[src/rtl/mc_pkg.sv]
// Shared encodings for the multicycle ARM sequencing controller: FSM states,
// datapath mux selects, opcodes, condition codes and the main-FSM control bundle.
package mc_pkg;

  localparam int unsigned STATE_W = 4;
  localparam int unsigned INSTR_W = 20;
  localparam int unsigned FLAG_W  = 4;

  typedef logic [STATE_W-1:0] state_t;

  localparam state_t S_FETCH    = 4'd0;
  localparam state_t S_DECODE   = 4'd1;
  localparam state_t S_MEMADR   = 4'd2;
  localparam state_t S_MEMREAD  = 4'd3;
  localparam state_t S_MEMWB    = 4'd4;
  localparam state_t S_MEMWRITE = 4'd5;
  localparam state_t S_EXECUTER = 4'd6;
  localparam state_t S_EXECUTEI = 4'd7;
  localparam state_t S_ALUWB    = 4'd8;
  localparam state_t S_BRANCH   = 4'd9;

  localparam logic [1:0] ALU_ADD = 2'b00;
  localparam logic [1:0] ALU_SUB = 2'b01;
  localparam logic [1:0] ALU_AND = 2'b10;
  localparam logic [1:0] ALU_ORR = 2'b11;

  localparam logic [1:0] RES_ALUOUT    = 2'b00;
  localparam logic [1:0] RES_DATA      = 2'b01;
  localparam logic [1:0] RES_ALURESULT = 2'b10;

  localparam logic [1:0] SRCA_REG = 2'b00;
  localparam logic [1:0] SRCA_PC  = 2'b01;

  localparam logic [1:0] SRCB_WD   = 2'b00;
  localparam logic [1:0] SRCB_IMM  = 2'b01;
  localparam logic [1:0] SRCB_FOUR = 2'b10;

  localparam logic [1:0] OP_DP    = 2'b00;
  localparam logic [1:0] OP_MEM   = 2'b01;
  localparam logic [1:0] OP_BR    = 2'b10;
  localparam logic [1:0] OP_UNDEF = 2'b11;

  localparam logic [3:0] COND_EQ = 4'b0000;
  localparam logic [3:0] COND_NE = 4'b0001;
  localparam logic [3:0] COND_CS = 4'b0010;
  localparam logic [3:0] COND_CC = 4'b0011;
  localparam logic [3:0] COND_MI = 4'b0100;
  localparam logic [3:0] COND_PL = 4'b0101;
  localparam logic [3:0] COND_VS = 4'b0110;
  localparam logic [3:0] COND_VC = 4'b0111;
  localparam logic [3:0] COND_HI = 4'b1000;
  localparam logic [3:0] COND_LS = 4'b1001;
  localparam logic [3:0] COND_GE = 4'b1010;
  localparam logic [3:0] COND_LT = 4'b1011;
  localparam logic [3:0] COND_GT = 4'b1100;
  localparam logic [3:0] COND_LE = 4'b1101;
  localparam logic [3:0] COND_AL = 4'b1110;

  // Raw per-state signals from the main FSM, before condition gating.
  typedef struct packed {
    logic       irwrite;
    logic       nextpc;
    logic       adrsrc;
    logic [1:0] alusrca;
    logic [1:0] alusrcb;
    logic [1:0] resultsrc;
    logic       regw;
    logic       memw;
    logic       branch;
    logic       aluop;
  } fsm_ctl_t;

  // Condition-code evaluation against the architectural {N,Z,C,V}; 1111 never executes.
  function automatic logic cond_check(input logic [3:0] cond, input logic [FLAG_W-1:0] nzcv);
    logic n, z, c, v;
    logic res;
    {n, z, c, v} = nzcv;
    res = 1'b0;
    case (cond)
      COND_EQ: res = z;
      COND_NE: res = ~z;
      COND_CS: res = c;
      COND_CC: res = ~c;
      COND_MI: res = n;
      COND_PL: res = ~n;
      COND_VS: res = v;
      COND_VC: res = ~v;
      COND_HI: res = c & ~z;
      COND_LS: res = ~c | z;
      COND_GE: res = (n == v);
      COND_LT: res = (n != v);
      COND_GT: res = ~z & (n == v);
      COND_LE: res = z | (n != v);
      COND_AL: res = 1'b1;
      default: res = 1'b0;
    endcase
    return res;
  endfunction

endpackage

[src/rtl/mc_if.sv]
// Controller <-> datapath/memory bundle: instruction fields and ALU flags in,
// write enables and mux selects out.
interface mc_if;
  import mc_pkg::*;

  logic [INSTR_W-1:0] Instr;
  logic [FLAG_W-1:0]  ALUFlags;
  logic               PCWrite;
  logic               RegWrite;
  logic               MemWrite;
  logic               IRWrite;
  logic               AdrSrc;
  logic [1:0]         RegSrc;
  logic [1:0]         ALUSrcA;
  logic [1:0]         ALUSrcB;
  logic [1:0]         ResultSrc;
  logic [1:0]         ImmSrc;
  logic [1:0]         ALUControl;

  modport master (
    input  Instr, ALUFlags,
    output PCWrite, RegWrite, MemWrite, IRWrite, AdrSrc, RegSrc,
           ALUSrcA, ALUSrcB, ResultSrc, ImmSrc, ALUControl
  );

  modport slave (
    output Instr, ALUFlags,
    input  PCWrite, RegWrite, MemWrite, IRWrite, AdrSrc, RegSrc,
           ALUSrcA, ALUSrcB, ResultSrc, ImmSrc, ALUControl
  );

endinterface

[src/rtl/mc_mainfsm.sv]
// Moore main FSM of the multicycle controller: state register, next-state
// selection from Op/Funct and the raw per-state control bundle.
module mc_mainfsm
  import mc_pkg::*;
(
  input  logic       clk,
  input  logic       reset,
  input  logic [1:0] op,
  input  logic       funct5,
  input  logic       funct0,
  output state_t     state,
  output fsm_ctl_t   ctl
);

  state_t state_q;
  state_t state_d;

  always_ff @(posedge clk or negedge reset) begin
    if (!reset) state_q <= S_FETCH;
    else        state_q <= state_d;
  end

  // Next state and Moore outputs; everything not named in a state stays 0.
  always_comb begin
    state_d = state_q;
    ctl     = '0;
    case (state_q)
      S_FETCH: begin
        state_d       = S_DECODE;
        ctl.irwrite   = 1'b1;
        ctl.nextpc    = 1'b1;
        ctl.alusrca   = SRCA_PC;
        ctl.alusrcb   = SRCB_FOUR;
        ctl.resultsrc = RES_ALURESULT;
      end
      S_DECODE: begin
        ctl.alusrca   = SRCA_PC;
        ctl.alusrcb   = SRCB_FOUR;
        ctl.resultsrc = RES_ALURESULT;
        case (op)
          OP_MEM:  state_d = S_MEMADR;
          OP_DP:   state_d = funct5 ? S_EXECUTEI : S_EXECUTER;
          OP_BR:   state_d = S_BRANCH;
          default: state_d = S_FETCH;
        endcase
      end
      S_MEMADR: begin
        state_d     = funct0 ? S_MEMREAD : S_MEMWRITE;
        ctl.alusrca = SRCA_REG;
        ctl.alusrcb = SRCB_IMM;
      end
      S_MEMREAD: begin
        state_d       = S_MEMWB;
        ctl.adrsrc    = 1'b1;
        ctl.resultsrc = RES_ALUOUT;
      end
      S_MEMWB: begin
        state_d       = S_FETCH;
        ctl.resultsrc = RES_DATA;
        ctl.regw      = 1'b1;
      end
      S_MEMWRITE: begin
        state_d       = S_FETCH;
        ctl.adrsrc    = 1'b1;
        ctl.resultsrc = RES_ALUOUT;
        ctl.memw      = 1'b1;
      end
      S_EXECUTER: begin
        state_d     = S_ALUWB;
        ctl.alusrca = SRCA_REG;
        ctl.alusrcb = SRCB_WD;
        ctl.aluop   = 1'b1;
      end
      S_EXECUTEI: begin
        state_d     = S_ALUWB;
        ctl.alusrca = SRCA_REG;
        ctl.alusrcb = SRCB_IMM;
        ctl.aluop   = 1'b1;
      end
      S_ALUWB: begin
        state_d       = S_FETCH;
        ctl.resultsrc = RES_ALUOUT;
        ctl.regw      = 1'b1;
      end
      S_BRANCH: begin
        state_d       = S_FETCH;
        ctl.alusrca   = SRCA_REG;
        ctl.alusrcb   = SRCB_IMM;
        ctl.resultsrc = RES_ALURESULT;
        ctl.branch    = 1'b1;
      end
      default: state_d = S_FETCH;
    endcase
  end

  assign state = state_q;

endmodule

[src/rtl/mc_controller.sv]
// Multicycle ARM sequencing controller: main FSM plus ALU decode, PC-source
// logic, condition check, NZCV flags and the latched condition result.
module mc_controller
  import mc_pkg::*;
(
  input  logic clk,
  input  logic reset,
  mc_if.master bus
);

  logic [3:0] cond;
  logic [1:0] op;
  logic [5:0] funct;
  logic [3:0] rd;
  logic       unused_rn;

  assign cond      = bus.Instr[19:16];
  assign op        = bus.Instr[15:14];
  assign funct     = bus.Instr[13:8];
  assign rd        = bus.Instr[3:0];
  assign unused_rn = ^bus.Instr[7:4];

  state_t   state;
  fsm_ctl_t ctl;

  mc_mainfsm u_fsm (
    .clk    (clk),
    .reset  (reset),
    .op     (op),
    .funct5 (funct[5]),
    .funct0 (funct[0]),
    .state  (state),
    .ctl    (ctl)
  );

  logic [1:0] alucontrol;
  logic [1:0] flagw;
  logic       cmd_valid;
  logic       cmd_arith;

  // ALU decode; unrecognised commands fall back to ADD and never touch flags.
  always_comb begin
    alucontrol = ALU_ADD;
    cmd_valid  = 1'b0;
    cmd_arith  = 1'b0;
    if (ctl.aluop) begin
      case (funct[4:1])
        4'b0100: begin alucontrol = ALU_ADD; cmd_valid = 1'b1; cmd_arith = 1'b1; end
        4'b0010: begin alucontrol = ALU_SUB; cmd_valid = 1'b1; cmd_arith = 1'b1; end
        4'b0000: begin alucontrol = ALU_AND; cmd_valid = 1'b1; end
        4'b1100: begin alucontrol = ALU_ORR; cmd_valid = 1'b1; end
        default: alucontrol = ALU_ADD;
      endcase
    end
  end

  assign flagw = {funct[0] & cmd_valid, funct[0] & cmd_valid & cmd_arith};

  logic             pcs;
  logic             condex;
  logic             condexreg;
  logic [FLAG_W-1:0] flags;

  assign pcs    = ((rd == 4'd15) & ctl.regw) | ctl.branch;
  assign condex = cond_check(cond, flags);

  // Condition result is frozen at DECODE so later flag updates cannot affect this instruction.
  always_ff @(posedge clk or negedge reset) begin
    if (!reset)                condexreg <= 1'b0;
    else if (state == S_DECODE) condexreg <= condex;
  end

  // flagw is only non-zero while aluop is high, i.e. in the execute states.
  always_ff @(posedge clk or negedge reset) begin
    if (!reset) begin
      flags <= '0;
    end else begin
      if (flagw[1] & condexreg) flags[3:2] <= bus.ALUFlags[3:2];
      if (flagw[0] & condexreg) flags[1:0] <= bus.ALUFlags[1:0];
    end
  end

  assign bus.PCWrite    = ctl.nextpc | (pcs & condexreg);
  assign bus.RegWrite   = ctl.regw & condexreg;
  assign bus.MemWrite   = ctl.memw & condexreg;
  assign bus.IRWrite    = ctl.irwrite;
  assign bus.AdrSrc     = ctl.adrsrc;
  assign bus.RegSrc     = {op == OP_MEM, op == OP_BR};
  assign bus.ALUSrcA    = ctl.alusrca;
  assign bus.ALUSrcB    = ctl.alusrcb;
  assign bus.ResultSrc  = ctl.resultsrc;
  assign bus.ImmSrc     = op;
  assign bus.ALUControl = alucontrol;

endmodule

[src/flat_wrapper.sv]
// flat-port wrapper written by rule: the top's interface ports become plain ports
module mc_controller_flat import mc_pkg::*;
  (clk, reset, bus_Instr, bus_ALUFlags, bus_PCWrite, bus_RegWrite, bus_MemWrite, bus_IRWrite, bus_AdrSrc, bus_RegSrc, bus_ALUSrcA, bus_ALUSrcB, bus_ResultSrc, bus_ImmSrc, bus_ALUControl);
  mc_if bus_i ();
  input  logic clk;
  input  logic reset;
  input wire logic [$bits(bus_i.Instr)-1:0] bus_Instr;
  input wire logic [$bits(bus_i.ALUFlags)-1:0] bus_ALUFlags;
  output wire logic [$bits(bus_i.PCWrite)-1:0] bus_PCWrite;
  output wire logic [$bits(bus_i.RegWrite)-1:0] bus_RegWrite;
  output wire logic [$bits(bus_i.MemWrite)-1:0] bus_MemWrite;
  output wire logic [$bits(bus_i.IRWrite)-1:0] bus_IRWrite;
  output wire logic [$bits(bus_i.AdrSrc)-1:0] bus_AdrSrc;
  output wire logic [$bits(bus_i.RegSrc)-1:0] bus_RegSrc;
  output wire logic [$bits(bus_i.ALUSrcA)-1:0] bus_ALUSrcA;
  output wire logic [$bits(bus_i.ALUSrcB)-1:0] bus_ALUSrcB;
  output wire logic [$bits(bus_i.ResultSrc)-1:0] bus_ResultSrc;
  output wire logic [$bits(bus_i.ImmSrc)-1:0] bus_ImmSrc;
  output wire logic [$bits(bus_i.ALUControl)-1:0] bus_ALUControl;
  assign bus_i.Instr = bus_Instr;
  assign bus_i.ALUFlags = bus_ALUFlags;
  assign bus_PCWrite = bus_i.PCWrite;
  assign bus_RegWrite = bus_i.RegWrite;
  assign bus_MemWrite = bus_i.MemWrite;
  assign bus_IRWrite = bus_i.IRWrite;
  assign bus_AdrSrc = bus_i.AdrSrc;
  assign bus_RegSrc = bus_i.RegSrc;
  assign bus_ALUSrcA = bus_i.ALUSrcA;
  assign bus_ALUSrcB = bus_i.ALUSrcB;
  assign bus_ResultSrc = bus_i.ResultSrc;
  assign bus_ImmSrc = bus_i.ImmSrc;
  assign bus_ALUControl = bus_i.ALUControl;
  mc_controller u_core (.clk(clk), .reset(reset), .bus(bus_i));
endmodule
[config.mk]
export PLATFORM = sky130hd
export DESIGN_NAME = mc_controller_flat
export DESIGN_NICKNAME = d
export VERILOG_FILES = /design/src/rtl/mc_pkg.sv /design/src/rtl/mc_if.sv /design/src/rtl/mc_mainfsm.sv /design/src/rtl/mc_controller.sv /design/src/flat_wrapper.sv
export SDC_FILE = /design/constraint.sdc
export NUM_CORES = 1
export LEC_CHECK = 0
export BUFFER_PORTS_ARGS = -buffer_cell sky130_fd_sc_hd__buf_4
export CAP_MARGIN = 20
export CORE_AREA = 4 4 47 49
export CTS_BUF_LIST = sky130_fd_sc_hd__clkbuf_8
export CTS_CLUSTER_DIAMETER = 100
export CTS_CLUSTER_SIZE = 12
export DETAILED_ROUTE_END_ITERATION = 10
export DIE_AREA = 0 0 51 53
export MAX_ROUTING_LAYER = met4
export PLACE_DENSITY = 0.84
export RECOVER_POWER = 25
export SKIP_CTS_REPAIR_TIMING = 1
export SLEW_MARGIN = 20
export SYNTH_ARGS = -nofsm -noshare
export SYNTH_HDL_FRONTEND = slang
export SYNTH_SLANG_ARGS = --single-unit
[constraint.sdc]
create_clock -name clk -period 4.85 [get_ports clk]
set_input_delay 1.455 -clock clk [delete_from_list [all_inputs] [get_ports clk]]
set_output_delay 1.455 -clock clk [all_outputs]
set_load 0.02 [all_outputs]
[Word-level counts from Yosys, hierarchy flattened]
Index checks and enable logic that the tools add are counted.
Word-level totals
  bits in registers: 9
  input bits: 26
  output and inout bits: 17
  word-level logic and storage cells: 84
Cells by class
  eq/ne operators: 31
  muxes and demuxes: 19
  bitwise operators: 18
  reduce and logical (&&, ||, !) cells: 12
Operators by type and width (count)
  $eq 4x4->1 const B: 11
  $eq 4x3->1 const B: 9
  $eq 4x2->1 const B: 5
  $pmux 4 s5: 1
  $pmux 1 s15: 1
  $logic_not 4->1: 3
  $pmux 4 s3: 1
  $and 1x1->1: 10
  $mux 1: 10
  $reduce_or 2->1: 5
  $eq 4x1->1 const B: 2
  $pmux 2 s3: 1
  $pmux 3 s2: 1
  $reduce_or 3->1: 2
  $mux 2: 2
  $not 1->1: 4
  $or 1x1->1: 4
  $pmux 2 s2: 1
  $reduce_or 4->1: 1
  $mux 3: 1
  $eq 2x1->1 const B: 1
  $eq 2x2->1 const B: 1
  $logic_not 2->1: 1
  $eq 1x1->1: 1
  $ne 1x1->1: 1

[Longest topological paths before layout]
Gate-level depths: netlist of the first run.
  depth in word-level cells: 7
  gate-level depth with buffers: 6
  depth with buffers taken out: 5

[Hierarchy]
From an unflattened synthesis of the first run, not the netlist that was laid out.
Unflattened totals
  cell total of the unflattened synthesis: 98
  area, all modules: 844.6 um2
By module, submodules not included
  mc_controller: times used 1, cells an instance 59, area an instance 539.3 um2, sequential area each 125.1 um2
  mc_mainfsm: times used 1, cells an instance 39, area an instance 305.3 um2, sequential area each 100.1 um2

[Worst setup path after synthesis of the first run]
Ideal clock, no wire load.
  path type: input-to-output
  start: input port bus_Instr[9]
  end: output port bus_ALUControl[1]
  arrival time: 2555 ps
  required time: 3395 ps
  setup slack: 840 ps
  stages: 2
  buffers on the path: 0
  path through: or3_4 -> nor4_1
On the way
  longest elaborated chain between the ends: 3
  elaborated cells on any way between the ends: 5
  classes of those cells: 2 x eq/ne; 2 x mux; 1 x reduce/logical
RTL lines
  start: declaration: line flat_wrapper.sv:7  | input wire logic [$bits(bus_i.Instr)-1:0] bus_Instr;
  $eq 4x4->1, or another cell as far along: line mc_controller.sv:47  | case (funct[4:1])
  $pmux 2 s3 (*): line mc_controller.sv:47
  $mux 2 (*): line mc_controller.sv:46  | if (ctl.aluop) begin
  end: declaration: line flat_wrapper.sv:19  | output wire logic [$bits(bus_i.ALUControl)-1:0] bus_ALUControl;
Every way passes the cells marked *; elsewhere a longest branch is shown, timed or not.

[Worst setup path in the final report of the first run]
Ends and elaborated chain as after synthesis.

==> metrics.md, run 1 <==
| Metric | Value |
|---|---|
| Depth of the worst hold-timing path | `1` |
| First-pass GRT wire length | `3530 um` |
| Layout filler cell count | `177` |
| Achievable clock frequency | `259 MHz` |
| Cell area after synthesis | `878 sq um` |
| Final clock period utilization by the worst path | `79.6%` |
| Overall Global Routing Usage | `17.5%` |
| Setup Crit Path Kind | `primary input to primary output` |
| Number of remaining DRC errors | `0` |
| Initial antenna violation count | `0` |
| Post-synthesis cell type count | `41` |
| Routed via count | `891` |
| Antenna fix cells | `0` |
| Total negative slack for setup checks | `0 ns` |
| RSZ-0062 raised after global routing | `no` |
| Starting Density | `47.2%` |
| Top post-synthesis cells by count | `dfrtp_1, nand2_1, nor2_1, nor3_1` |
| Part of the total power dissipated in sequential elements | `25.8%` |
| Result of the run | `finished clean` |
| Ratio of cells with drive above 1 in the final layout | `33.8%` |
| Top cells by area, synth | `dfrtp_1, buf_4, nor3_1` |
| Proportion of power drawn by combinational gates | `60.5%` |
| Sequential cell area fraction in the yosys report | `25.6%` |
| Count of endpoints failing hold in the final timing report | `0` |
| Crit path capture type | `primary output` |
| Total detailed-routing wirelength | `2080 um` |
| Via density per instance | `5.37` |
| Max VDD drop | `0.000396 V` |
| CP max stage cell | `or3_4` |
| CTS tree | `yes` |
| Power per unit of standard cell area | `525 nW/um^2` |
| Final ANT Viol Nets | `0` |
| Number of clock sinks | `9` |
| Drt initial violations | `19` |
| Cell taking the most area after synthesis | `dfrtp_1` |
| CTS Buffer Depth | `2` |
| End of the worst register-to-register path | `u_core.flags[2]` |
| Worst endpoint data arrival time | `2.41 ns` |
| Final Hold Slack | `0.537 ns` |
| Signed area change from the synthesized netlist to the final layout | `32.9%` |
| Depth of the worst register-to-register path | `5` |
| Syn Nets | `136` |
| Leakage dissipation | `0.000532 uW` |
| Origin of the worst min-delay path | `u_core.flags[1]` |
| Data required time of the critical path | `3.39 ns` |
| Number of enable-type register cells in the synthesized netlist | `0` |
| Share of flip-flops with an asynchronous set or reset | `100%` |
| Top cell by count, worst path | `buf_4` |
| Total setup violations reported at the end of the flow | `0` |
| CTS buffer count | `3` |
| Total congestion overflow | `0` |
| Clock latency of the later-clocked register in the worst-skew pair | `0.23 ns` |
| Number of H-tree branching levels | `1` |
| Most instantiated flip-flop cell in the synthesis netlist | `dfrtp_1` |
| Number of top-level design ports | `43` |
| Tightest Hold Check Type | `flip-flop to flip-flop` |
| Via count of the first global-routing pass | `870` |
| Part of the power in the clock network | `13.6%` |
| Height of the chip | `53 um` |
| Destination of the worst hold path | `u_core.flags[1]` |
| Buffer cell driving the clock tree root | `clkbuf_8` |
| Setup skew after layout | `0.000602 ns` |
| Top fanout value on the critical path | `3` |
| Synthesized instance count | `110` |
| Horiz. Die Dim | `51 um` |
| Detailed Routing Iterations Pass 1 | `4` |
| FF-to-FF setup slack | `2.78 ns` |
| Number of nets at the end of the flow | `166` |
| Final number of max-transition violations | `0` |
| Number of warnings reported in the yosys synthesis log | `0` |
| Post-DR wirelength/cell | `12.5 um` |
| Clock transition at path regs | `0.04 ns` |
| Category of the worst setup path launch point | `primary input` |
| Placeable core region | `1860 sq um` |
| Average size of a mapped cell | `7.98 sq um` |
| DPL Wire Length | `1720 um` |
| Area of the die | `2700 sq um` |
| Yosys top cell area share | `25.6%` |
| Final GP Congestion | `0.832` |
| Maximum number of pins on one net before global-route repair | `13` |
| IO Port Bufs | `37` |
| Power Internal | `325 uW` |
| Yosys reg bits | `9` |
| Std cell rows | `16` |
| Final period demand of the worst path | `3.86 ns` |
| Maximum Capacitance Violations | `0` |
| Sw power | `287 uW` |
| Delay of the slowest critical-path stage | `0.39 ns` |
| Switching part of the total | `46.9%` |
| Cell-by-cell trace of the critical path | `buf_4 -> or3_4 -> nor4_1 -> buf_4` |
| Startpoint of the lowest-slack register-to-register path | `u_core.u_fsm.state[1]` |
-- cells in the final DEF, fill, tap and decap left out, types with 2 or more instances in the layout --
master,Yosys,layout
a21oi_1,6,6
a31oi_1,2,2
buf_4,5,36
clkbuf_8,0,3
dfrtp_1,9,9
inv_1,4,5
mux2_1,2,2
mux2_2,2,2
mux2i_1,3,3
nand2_1,9,9
nand3_1,4,4
nor2_1,9,9
nor2b_1,5,5
nor3_1,7,7
nor3b_1,3,3
nor4bb_1,2,2
o21ai_0,3,3
o311ai_0,2,2
or3_1,2,2
xnor2_1,3,3
xor2_1,2,2
-- cell families after synthesis --
group	count (synthesis)	synth area share, %
buffers and inverters	16	8.97
AOI/OAI and AO/OA	21	17.4
muxes	7	8.55
xor gates and xnor gates	5	4.99
other	1	0.427
DFF	9	25.6
and+or+nand+nor	51	34.0
-- power groups by stage --
stage	registers, uW	clock network [uW]	logic, uW
after global placement	158	0	364
after floorplan	119	0	293
after CTS	157	85.2	375
after detailed placement	159	0	373
final	158	83.6	371
after global routing	167	89.7	407
-- state kept, by name (all words and copies together) (netlist names) --
register,count
u_core.flags,4
u_core.u_fsm.state,4
u_core.condexreg,1
-- layer usage --
metal | global-route usage, % | vias to the layer above | wire, um | part of all wire, %
li1 | - | 446 | - | -
met1 | 20.5 | 422 | 842 | 41
met2 | 30.7 | 21 | 1130 | 54
met3 | 1.13 | 2 | 89 | 4.3
met4 | 8.52 | 0 | 18 | 0.87
met5 | - | - | 0 | 0
-- worst max-delay path: cells and delay by family --
family | cells | cell delay, ns
and+or+nand+nor | 2 | 0.66
buffers and inverters | 2 | 0.30
-- stage by stage --
stage               utilization (%)  total power [uW]  setup slack (ns)  area (sq um)  instances
finish                         62.7               613             0.989          1170        166
floorplan                         -               412             0.840           878        110
global placement               60.5               522             0.987          1130        162
global route                   62.7               664             0.959          1170        166
detailed placement             60.5               532             0.988          1130        162
CTS                            62.9               617             0.977          1170        166
-- layout make-up --
type                    count  area, sq um  area share [%]
clock buffers               3         41.3            3.54
well taps                  27         33.8            2.89
flip-flops and latches      9          225            19.3
inverters                   4         15.0            1.29
repair buffers             37          274            23.5
multi-input cells          85          574            49.2
clock inverters             1         3.75           0.322
-- how the worst max path moves through the flow --
stage	startpoint	to	slack (ns)	depth (start not counted)
finish	bus_Instr[9]	bus_ALUControl[1]	0.99	4
global route	bus_Instr[9]	bus_ALUControl[1]	0.96	4
CTS	bus_Instr[9]	bus_ALUControl[1]	0.98	4
detailed placement	bus_Instr[9]	bus_ALUControl[1]	0.99	4
global placement	bus_Instr[9]	bus_ALUControl[1]	0.99	4
floorplan	bus_Instr[9]	bus_ALUControl[1]	0.84	2
No activity file was read; power rests on OpenSTA's default activity.
==> inputs of run 2 (changes only) <==
CORE_AREA = 4 4 51 53   (was 4 4 47 49)
DIE_AREA = 0 0 55 57   (was 0 0 51 53)
PLACE_DENSITY = 0.75   (was 0.84)
clock period = 3.4 ns   (was 4.85 ns; I/O delays follow)
==> metrics.md, run 2 (synthesis results as in run 1) <==
| Metric | Value |
|---|---|
| Result of the run | `finished clean` |
| Final clock period utilization by the worst path | `89.0%` |
| Final number of max-transition violations | `0` |
| Most used cells in the layout excluding fill and tap cells | `buf_4, nor2_1, nand2_1, dfrtp_1, nor3_1` |
| Final ANT Viol Nets | `0` |
| Ratio of cells with drive above 1 in the final layout | `33.8%` |
| Number of remaining DRC errors | `0` |
| IO Port Bufs | `37` |
| Number of clock sinks | `9` |
| Final period demand of the worst path | `3.03 ns` |
| Number of top-level design ports | `43` |
| DPL Wire Length | `1650 um` |
| First-pass GRT wire length | `3410 um` |
| # placed instances | `163` |
| Power per unit of standard cell area | `753 nW/um^2` |
| Horiz. Die Dim | `55 um` |
| CTS Buffer Depth | `2` |
| Worst slack, placed | `0.373 ns` |
| Total detailed-routing wirelength | `2060 um` |
| Max VDD drop | `0.000411 V` |
| Setup ws final | `0.373 ns` |
| Maximum Capacitance Violations | `0` |
| Maximum number of pins on one net before global-route repair | `13` |
| Achievable clock frequency | `330 MHz` |
| Detailed Routing Iterations Pass 1 | `4` |
| Starting Density | `40.9%` |
| CTS tree | `yes` |
| RSZ-0062 raised after global routing | `no` |
| Via count of the first global-routing pass | `821` |
| Placeable core region | `2150 sq um` |
| Setup Crit Path Kind | `primary input to primary output` |
| Setup skew after layout | `0.00266 ns` |
| Total negative slack for setup checks | `0 ns` |
| Clock latency of the later-clocked register in the worst-skew pair | `0.23 ns` |
| Height of the chip | `57 um` |
| Antenna fix cells | `0` |
| Data required time of the critical path | `2.38 ns` |
| Number of nets at the end of the flow | `166` |
| CTS buffer count | `3` |
| Post-DR wirelength/cell | `12.3 um` |
| Initial antenna violation count | `0` |
| Category of the worst setup path launch point | `primary input` |
| Area of the die | `3140 sq um` |
| Drt initial violations | `11` |
| Tightest Hold Check Type | `flip-flop to flip-flop` |
| Leakage dissipation | `0.000532 uW` |
| Top fanout value on the critical path | `3` |
| Number of H-tree branching levels | `1` |
| Leading cell type in the layout, fill and taps excluded | `buf_4` |
| Buffer cell driving the clock tree root | `clkbuf_8` |
| Std cell rows | `17` |
| Final GP Congestion | `0.878` |
| Total congestion overflow | `0` |
| Final Hold Slack | `0.536 ns` |
| Placed cell areas | `1130 sq um` |
| Overall Global Routing Usage | `14.7%` |
| Routed via count | `868` |
| Signed area change from the synthesized netlist to the final layout | `33.0%` |
| Number of standard cells in the final layout excluding fillers | `167` |
| Worst endpoint data arrival time | `2.01 ns` |
| Crit path capture type | `primary output` |
| Clock transition at path regs | `0.04 ns` |
| Count of endpoints failing hold in the final timing report | `0` |
| Via density per instance | `5.20` |
| Finished layout cell area | `1170 sq um` |
| Total setup violations reported at the end of the flow | `0` |
[run 2: worst paths after layout]
path,slack [ns],depth (start not counted),end,start
setup / recovery,0.37,4,bus_ALUControl[1],bus_Instr[9]
hold / removal,0.54,1,u_core.flags[1],u_core.flags[1]
setup reg to reg,1.31,5,u_core.flags[3],u_core.u_fsm.state[1]
hold reg to reg,0.54,1,u_core.flags[1],u_core.flags[1]
max in group asynchronous,2.35,1,u_core.flags[1],reset
min in group asynchronous,0.72,1,u_core.condexreg,reset
[run 2: worst max-delay path, stage by stage]
cell    delay (ns)
buf_4         0.11
or3_4         0.39
nor4_1        0.29
buf_4         0.20
[run 2: power by group]
part           switching [uW]  total, uW  internal, uW
Combinational             293        532           239
Sequential               81.2        227           146
Clock                    41.9        121          78.6
[run 2: per-layer routing]
metal	part of all wire, %	GRT usage, %	wire length [um]	vias up
li1	-	-	-	441
met1	42	18.1	867	409
met2	53	24.2	1100	16
met3	3.2	1.57	66	2
met4	1.3	5.56	27	0
met5	0	-	0	-
[run 2: area by class of cell]
type	instances	area, sq um
Clock buffer	3	41.3
Clock inverter	1	3.75
Fill cell	224	980
Inverter	4	15.0
Multi-Input combinational cell	85	574
Sequential cell	9	225
Tap cell	28	35.0
Timing Repair Buffer	37	274
[run 2: through the flow]
stage          power (uW)  utilization (%)
3_5_place_dp          759             52.5
6_report              880             54.4
3_3_place_gp          751             52.5
5_1_grt               948             54.4
2_1_floorplan         588                -
4_1_cts               882             54.6
